==> src/rtl/instr_fetch_unit_if.sv <==
// Fetch-unit bus bundle: instruction-memory read port, redirect, fetch gate and decode handshake.
// The master side is the fetch unit; the slave side is memory plus decode.
interface instr_fetch_unit_if #(
    parameter int unsigned ADDR_W = 20,
    parameter int unsigned DATA_W = 16
);
    logic              fetch_en;
    logic [ADDR_W-1:0] imem_addr;
    logic              imem_rd_en;
    logic [DATA_W-1:0] imem_rdata;
    logic              redirect_en;
    logic [ADDR_W-1:0] redirect_pc;
    logic              instr_valid;
    logic [DATA_W-1:0] instr_word;
    logic [DATA_W-1:0] instr_imm;
    logic [ADDR_W-1:0] instr_pc;
    logic              stall;

    modport master (
        input  fetch_en, imem_rdata, redirect_en, redirect_pc, stall,
        output imem_addr, imem_rd_en, instr_valid, instr_word, instr_imm, instr_pc
    );

    modport slave (
        output fetch_en, imem_rdata, redirect_en, redirect_pc, stall,
        input  imem_addr, imem_rd_en, instr_valid, instr_word, instr_imm, instr_pc
    );
endinterface

==> src/rtl/instr_fetch_unit.sv <==
// Two-word instruction fetch stage: reads opcode and immediate words from synchronous memory
// and hands the assembled instruction to decode through a valid/stall handshake.
module instr_fetch_unit #(
    parameter int unsigned ADDR_W   = 20,
    parameter int unsigned DATA_W   = 16,
    parameter int unsigned RESET_PC = 32
) (
    input  logic                  clk,
    input  logic                  reset,
    instr_fetch_unit_if.master    bus
);

    typedef enum logic [1:0] {REQ_HI, REQ_LO, CAP, ISSUE} state_t;

    state_t            state_q, state_d;
    logic [ADDR_W-1:0] pc_q, pc_d;
    logic [DATA_W-1:0] hi_q, hi_d;
    logic [DATA_W-1:0] lo_q, lo_d;
    logic              valid_q, valid_d;
    logic [DATA_W-1:0] word_q, word_d;
    logic [DATA_W-1:0] imm_q, imm_d;
    logic [ADDR_W-1:0] ipc_q, ipc_d;
    logic              rd_en_c;
    logic [ADDR_W-1:0] addr_c;
    logic              load_c;

    // State and datapath registers
    always_ff @(posedge clk) begin
        if (!reset) begin
            state_q <= REQ_HI;
            pc_q    <= ADDR_W'(RESET_PC);
            hi_q    <= '0;
            lo_q    <= '0;
            valid_q <= 1'b0;
            word_q  <= '0;
            imm_q   <= '0;
            ipc_q   <= '0;
        end else begin
            state_q <= state_d;
            pc_q    <= pc_d;
            hi_q    <= hi_d;
            lo_q    <= lo_d;
            valid_q <= valid_d;
            word_q  <= word_d;
            imm_q   <= imm_d;
            ipc_q   <= ipc_d;
        end
    end

    // Next-state, memory request and output-register load
    always_comb begin
        state_d = state_q;
        pc_d    = pc_q;
        hi_d    = hi_q;
        lo_d    = lo_q;
        valid_d = valid_q;
        word_d  = word_q;
        imm_d   = imm_q;
        ipc_d   = ipc_q;
        rd_en_c = 1'b0;
        addr_c  = pc_q;
        load_c  = 1'b0;

        case (state_q)
            REQ_HI: begin
                if (bus.fetch_en) begin
                    rd_en_c = 1'b1;
                    state_d = REQ_LO;
                end
            end
            REQ_LO: begin
                addr_c  = pc_q + ADDR_W'(1);
                rd_en_c = 1'b1;
                hi_d    = bus.imem_rdata;
                state_d = CAP;
            end
            CAP: begin
                lo_d    = bus.imem_rdata;
                state_d = ISSUE;
            end
            ISSUE: begin
                load_c = (!valid_q || !bus.stall) && !bus.redirect_en;
            end
            default: state_d = REQ_HI;
        endcase

        if (load_c) begin
            word_d  = hi_q;
            imm_d   = lo_q;
            ipc_d   = pc_q;
            valid_d = 1'b1;
            pc_d    = pc_q + ADDR_W'(2);
            state_d = REQ_HI;
        end else if (valid_q && !bus.stall) begin
            valid_d = 1'b0;
        end

        // Redirect drops the in-flight fetch and any instruction not yet taken by decode
        if (bus.redirect_en) begin
            pc_d    = bus.redirect_pc & ~ADDR_W'(1);
            state_d = REQ_HI;
            valid_d = 1'b0;
        end
    end

    assign bus.imem_addr   = addr_c;
    assign bus.imem_rd_en  = rd_en_c && reset;
    assign bus.instr_valid = valid_q;
    assign bus.instr_word  = word_q;
    assign bus.instr_imm   = imm_q;
    assign bus.instr_pc    = ipc_q;

endmodule

==> src/flat_wrapper.sv <==
// flat-port wrapper written by rule: the top's interface ports become plain ports
module instr_fetch_unit_flat 
#(
    parameter int unsigned ADDR_W   = 20,
    parameter int unsigned DATA_W   = 16,
    parameter int unsigned RESET_PC = 32
)
  (clk, reset, bus_fetch_en, bus_imem_rdata, bus_redirect_en, bus_redirect_pc, bus_stall, bus_imem_addr, bus_imem_rd_en, bus_instr_valid, bus_instr_word, bus_instr_imm, bus_instr_pc);
  instr_fetch_unit_if #(.ADDR_W(ADDR_W), .DATA_W(DATA_W)) bus_i ();
  input  logic clk;
  input  logic reset;
  input wire logic [$bits(bus_i.fetch_en)-1:0] bus_fetch_en;
  input wire logic [$bits(bus_i.imem_rdata)-1:0] bus_imem_rdata;
  input wire logic [$bits(bus_i.redirect_en)-1:0] bus_redirect_en;
  input wire logic [$bits(bus_i.redirect_pc)-1:0] bus_redirect_pc;
  input wire logic [$bits(bus_i.stall)-1:0] bus_stall;
  output wire logic [$bits(bus_i.imem_addr)-1:0] bus_imem_addr;
  output wire logic [$bits(bus_i.imem_rd_en)-1:0] bus_imem_rd_en;
  output wire logic [$bits(bus_i.instr_valid)-1:0] bus_instr_valid;
  output wire logic [$bits(bus_i.instr_word)-1:0] bus_instr_word;
  output wire logic [$bits(bus_i.instr_imm)-1:0] bus_instr_imm;
  output wire logic [$bits(bus_i.instr_pc)-1:0] bus_instr_pc;
  assign bus_i.fetch_en = bus_fetch_en;
  assign bus_i.imem_rdata = bus_imem_rdata;
  assign bus_i.redirect_en = bus_redirect_en;
  assign bus_i.redirect_pc = bus_redirect_pc;
  assign bus_i.stall = bus_stall;
  assign bus_imem_addr = bus_i.imem_addr;
  assign bus_imem_rd_en = bus_i.imem_rd_en;
  assign bus_instr_valid = bus_i.instr_valid;
  assign bus_instr_word = bus_i.instr_word;
  assign bus_instr_imm = bus_i.instr_imm;
  assign bus_instr_pc = bus_i.instr_pc;
  instr_fetch_unit #(.ADDR_W(ADDR_W), .DATA_W(DATA_W), .RESET_PC(RESET_PC)) u_core (.clk(clk), .reset(reset), .bus(bus_i));
endmodule
==> config.mk <==
export PLATFORM = sky130hd
export DESIGN_NAME = instr_fetch_unit_flat
export DESIGN_NICKNAME = d
export VERILOG_FILES = /design/src/rtl/instr_fetch_unit_if.sv /design/src/rtl/instr_fetch_unit.sv /design/src/flat_wrapper.sv
export SDC_FILE = /design/constraint.sdc
export NUM_CORES = 1
export LEC_CHECK = 0
export CAP_MARGIN = 20
export CORE_MARGIN = 8
export CORE_UTILIZATION = 48
export DETAILED_ROUTE_END_ITERATION = 12
export PLACE_DENSITY = 0.77
export SLEW_MARGIN = 20
export SYNTH_ARGS = -nofsm -noshare
export SYNTH_HDL_FRONTEND = slang
export SYNTH_SLANG_ARGS = --single-unit
==> constraint.sdc <==
create_clock -name clk -period 2.9 [get_ports clk]
set_clock_uncertainty 0.1 [all_clocks]
set_input_delay 0.87 -clock clk [delete_from_list [all_inputs] [get_ports clk]]
set_output_delay 0.87 -clock clk [all_outputs]
set_load 0.02 [all_outputs]
==> impl_metrics.json <==
{
  "run_status": "completed",
  "die-width_um": 108.7,
  "placement_rows": 34,
  "grt_pass1_vias": 3507,
  "timing.final.crit_share_pct": 93.70,
  "tritoncts_buffers": 9,
  "drv.max_cap_violation_count": 0,
  "initial_standard_cell_utilization_of_the_core_pct": 48.47,
  "gr-usage-all-layers_pct": 18.06,
  "vias_per_cell": 5.198,
  "path_clk_slew_ns": 0.11,
  "post_synth_main_area_contributors": "sky130_fd_sc_hd__dfxtp_1 (51%), sky130_fd_sc_hd__nand2_1 (10%), sky130_fd_sc_hd__mux2i_1 (8.7%)",
  "antenna_found_initial": 0,
  "layout-area-overhead-vs-synth_pct": 33.95,
  "rsz0062_at_grt": "false",
  "cts_post_setup_buffers_inserted": 0,
  "htree_num_levels": 3,
  "total_power_uw": 2650,
  "synth-edff-count": 0,
  "remaining_drc_errors": 0,
  "hold_viol": 0,
  "worstMarginPinSlew_ns": 0.8888,
  "drive_gt1_share_pct": 6.507,
  "dr.first_iter.drc_count": 126,
  "holdCritPathClass": "flip-flop to flip-flop",
  "dr_total_vias": 3597,
  "final_net_count": 626,
  "holdWs_ns": 0.3567,
  "synth_top_area_share_pct": 50.97,
  "cellLeakagePower_uw": 0.001898,
  "gp_congestion": 0.8871,
  "clkSinkCount": 105,
  "drt.antenna.violating_nets": 0,
  "chipHeight_um": 108.7,
  "synth_async_sr_flop_share_pct": 0,
  "drv_slew": 0,
  "floorplan.die_area_um2": 11810,
  "wl_per_cell_um": 15.61,
  "synth_seq_cells": 105,
  "power.density_cell_area_nw_per_um2": 479.7,
  "synth_fp_nets": 523,
  "synthesis.yosys.warnings": 0,
  "n_antenna_cell": 0,
  "clk-insertion-delay-late_ns": 0.37,
  "finalWirelength_um": 10800,
  "hpwl_um": 7747,
  "critical_path_arrival_ns": 1.75,
  "wire_length_of_the_first_global_routing_pass_um": 17040,
  "report.final.setup_viol": 0,
  "floorplan.core_area_um2": 8508,
  "synthFlopType": "sky130_fd_sc_hd__dfxtp_1",
  "cts_root_buffer": "sky130_fd_sc_hd__clkbuf_8",
  "endpoint_kind": "output pin",
  "grt.overflow.total": 0,
  "synth_top_cell_by_area": "sky130_fd_sc_hd__dfxtp_1",
  "mostFrequentLayoutCells": "sky130_fd_sc_hd__nand2_1 (111), sky130_fd_sc_hd__clkdlybuf4s50_1 (111), sky130_fd_sc_hd__dfxtp_1 (105)",
  "max_freq_mhz": 368.0,
  "cts.path.max_buffers": 2,
  "port_buffers": 112,
  "layout.filler_cells": 748,
  "top_level_ports": 115,
  "startpoint_class_of_the_critical_path": "primary input",
  "maximum_number_of_pins_on_one_net_before_global_route_repair": 90,
  "cp_max_fo": 2,
  "cp_data_required_time_ns": 1.93,
  "synth_seq_area_share_pct": 50.97,
  "netlist_area_um2": 4124,
  "syn_area_per_cell_um2": 8.664,
  "timing.max_slew.rel_slack_pct": 40.75,
  "final_period_minus_worst_setup_slack_ns": 2.717,
  "first_pass_iters": 4,
  "cts_tree": "yes",
  "irDropWorstVdd_v": 0.0003016,
  "worst-setup-path-type": "primary input to output pin",
  "synth_cell_types": 41,
  "postSynthCellCount": 476
}
sequential cells by signal, summed over array words and instances (netlist names):
name / cells
u_core.bus.instr_imm: 16
u_core.bus.instr_word: 16
u_core.pc_q: 19
u_core.bus.instr_valid: 1
u_core.bus.instr_pc: 19
u_core.lo_q: 16
u_core.hi_q: 16
u_core.state_q: 2
critical path: stages:
cell and delay, ns:
sky130_fd_sc_hd__clkdlybuf4s50_1 0.56, sky130_fd_sc_hd__inv_2 0.05, sky130_fd_sc_hd__nor2_1 0.09, sky130_fd_sc_hd__clkbuf_2 0.17
where the power goes:
part           switching, uW  internal (uW)  leakage, uW  total, uW
combinational            120            126     0.000949        246
sequential              41.9           1470     0.000852       1520
clock                    548            339    0.0000970        888
total                    710           1940      0.00190       2650
cells by family (layout without fill, tap and decap cells):
kind of cell	count (synthesis)	count (layout)	share of synthesized area, %
buf+inv	39	147	4.369
compound gates	95	95	12.50
fa+ha+maj	6	6	1.820
other cells	1	1	0.09093
xor+xnor	9	9	1.911
flops	105	105	50.97
simple gates	184	184	19.33
mux	37	37	9.011
path summary, 6_finish.rpt:
kind	startpoint	endpoint	slack, ns	cells after the start
hold / removal	u_core.hi_q[6]	u_core.bus.instr_word[6]	0.36	2
hold reg to reg	u_core.hi_q[6]	u_core.bus.instr_word[6]	0.36	2
setup / recovery	reset	bus_imem_rd_en	0.18	4
setup reg to reg	u_core.state_q[1]	u_core.pc_q[19]	0.83	6
per-layer routing:
layer	share of wire, %	track usage (%)
met1	44	21.30
met2	45	30.25
met3	9.1	6.797
met4	1.3	4.692
met5	0	0
Yosys cell counts (2+ instances only):
cell type / n
sky130_fd_sc_hd__buf_6: 3
sky130_fd_sc_hd__and2_1: 3
sky130_fd_sc_hd__nand2b_1: 2
sky130_fd_sc_hd__and4_1: 2
sky130_fd_sc_hd__buf_2: 3
sky130_fd_sc_hd__xor2_1: 5
sky130_fd_sc_hd__a21oi_1: 61
sky130_fd_sc_hd__xnor2_1: 4
sky130_fd_sc_hd__nor4_1: 2
sky130_fd_sc_hd__a31oi_1: 8
sky130_fd_sc_hd__nand4_1: 5
sky130_fd_sc_hd__mux2i_1: 36
sky130_fd_sc_hd__or3_1: 4
sky130_fd_sc_hd__nor2_1: 39
sky130_fd_sc_hd__nand2_1: 111
sky130_fd_sc_hd__nand3_1: 5
sky130_fd_sc_hd__o21ai_0: 18
sky130_fd_sc_hd__nor3_1: 2
sky130_fd_sc_hd__dfxtp_1: 105
sky130_fd_sc_hd__nand4_2: 2
sky130_fd_sc_hd__o31ai_1: 2
sky130_fd_sc_hd__clkbuf_1: 23
sky130_fd_sc_hd__inv_1: 7
sky130_fd_sc_hd__or4_1: 2
sky130_fd_sc_hd__ha_1: 6
layout make-up:
cell class	count	area (um2)	area share (%)
Clock inverter	7	72.57	1.314
Tap cell	108	135.1	2.446
Clock buffer	9	123.9	2.242
Multi-Input combinational cell	332	1849	33.48
Inverter	8	30.03	0.5436
Sequential cell	105	2102	38.05
Timing Repair Buffer	123	1211	21.93
per-stage QoR:
step	utilization (%)	area (um2)	TNS, ns	instances	setup slack (ns)
after floorplan	-	4124	0	476	0.1821
after global placement	62.68	5333	-0.2549	676	-0.2549
after detailed placement	62.68	5333	-0.2596	676	-0.2596
after CTS	64.97	5528	0	692	0.01509
after global routing	64.93	5524	0	692	0.1225
final	64.93	5524	0	692	0.1827
timing repair:
item | CTS | global route
hold buffers | 0 | 0
resized for setup | 1 | 2
hold endpoints to repair | 0 | 0
endpoints found under the setup margin | 1 | 1
Note: power is estimated with default switching activity, not from simulation.
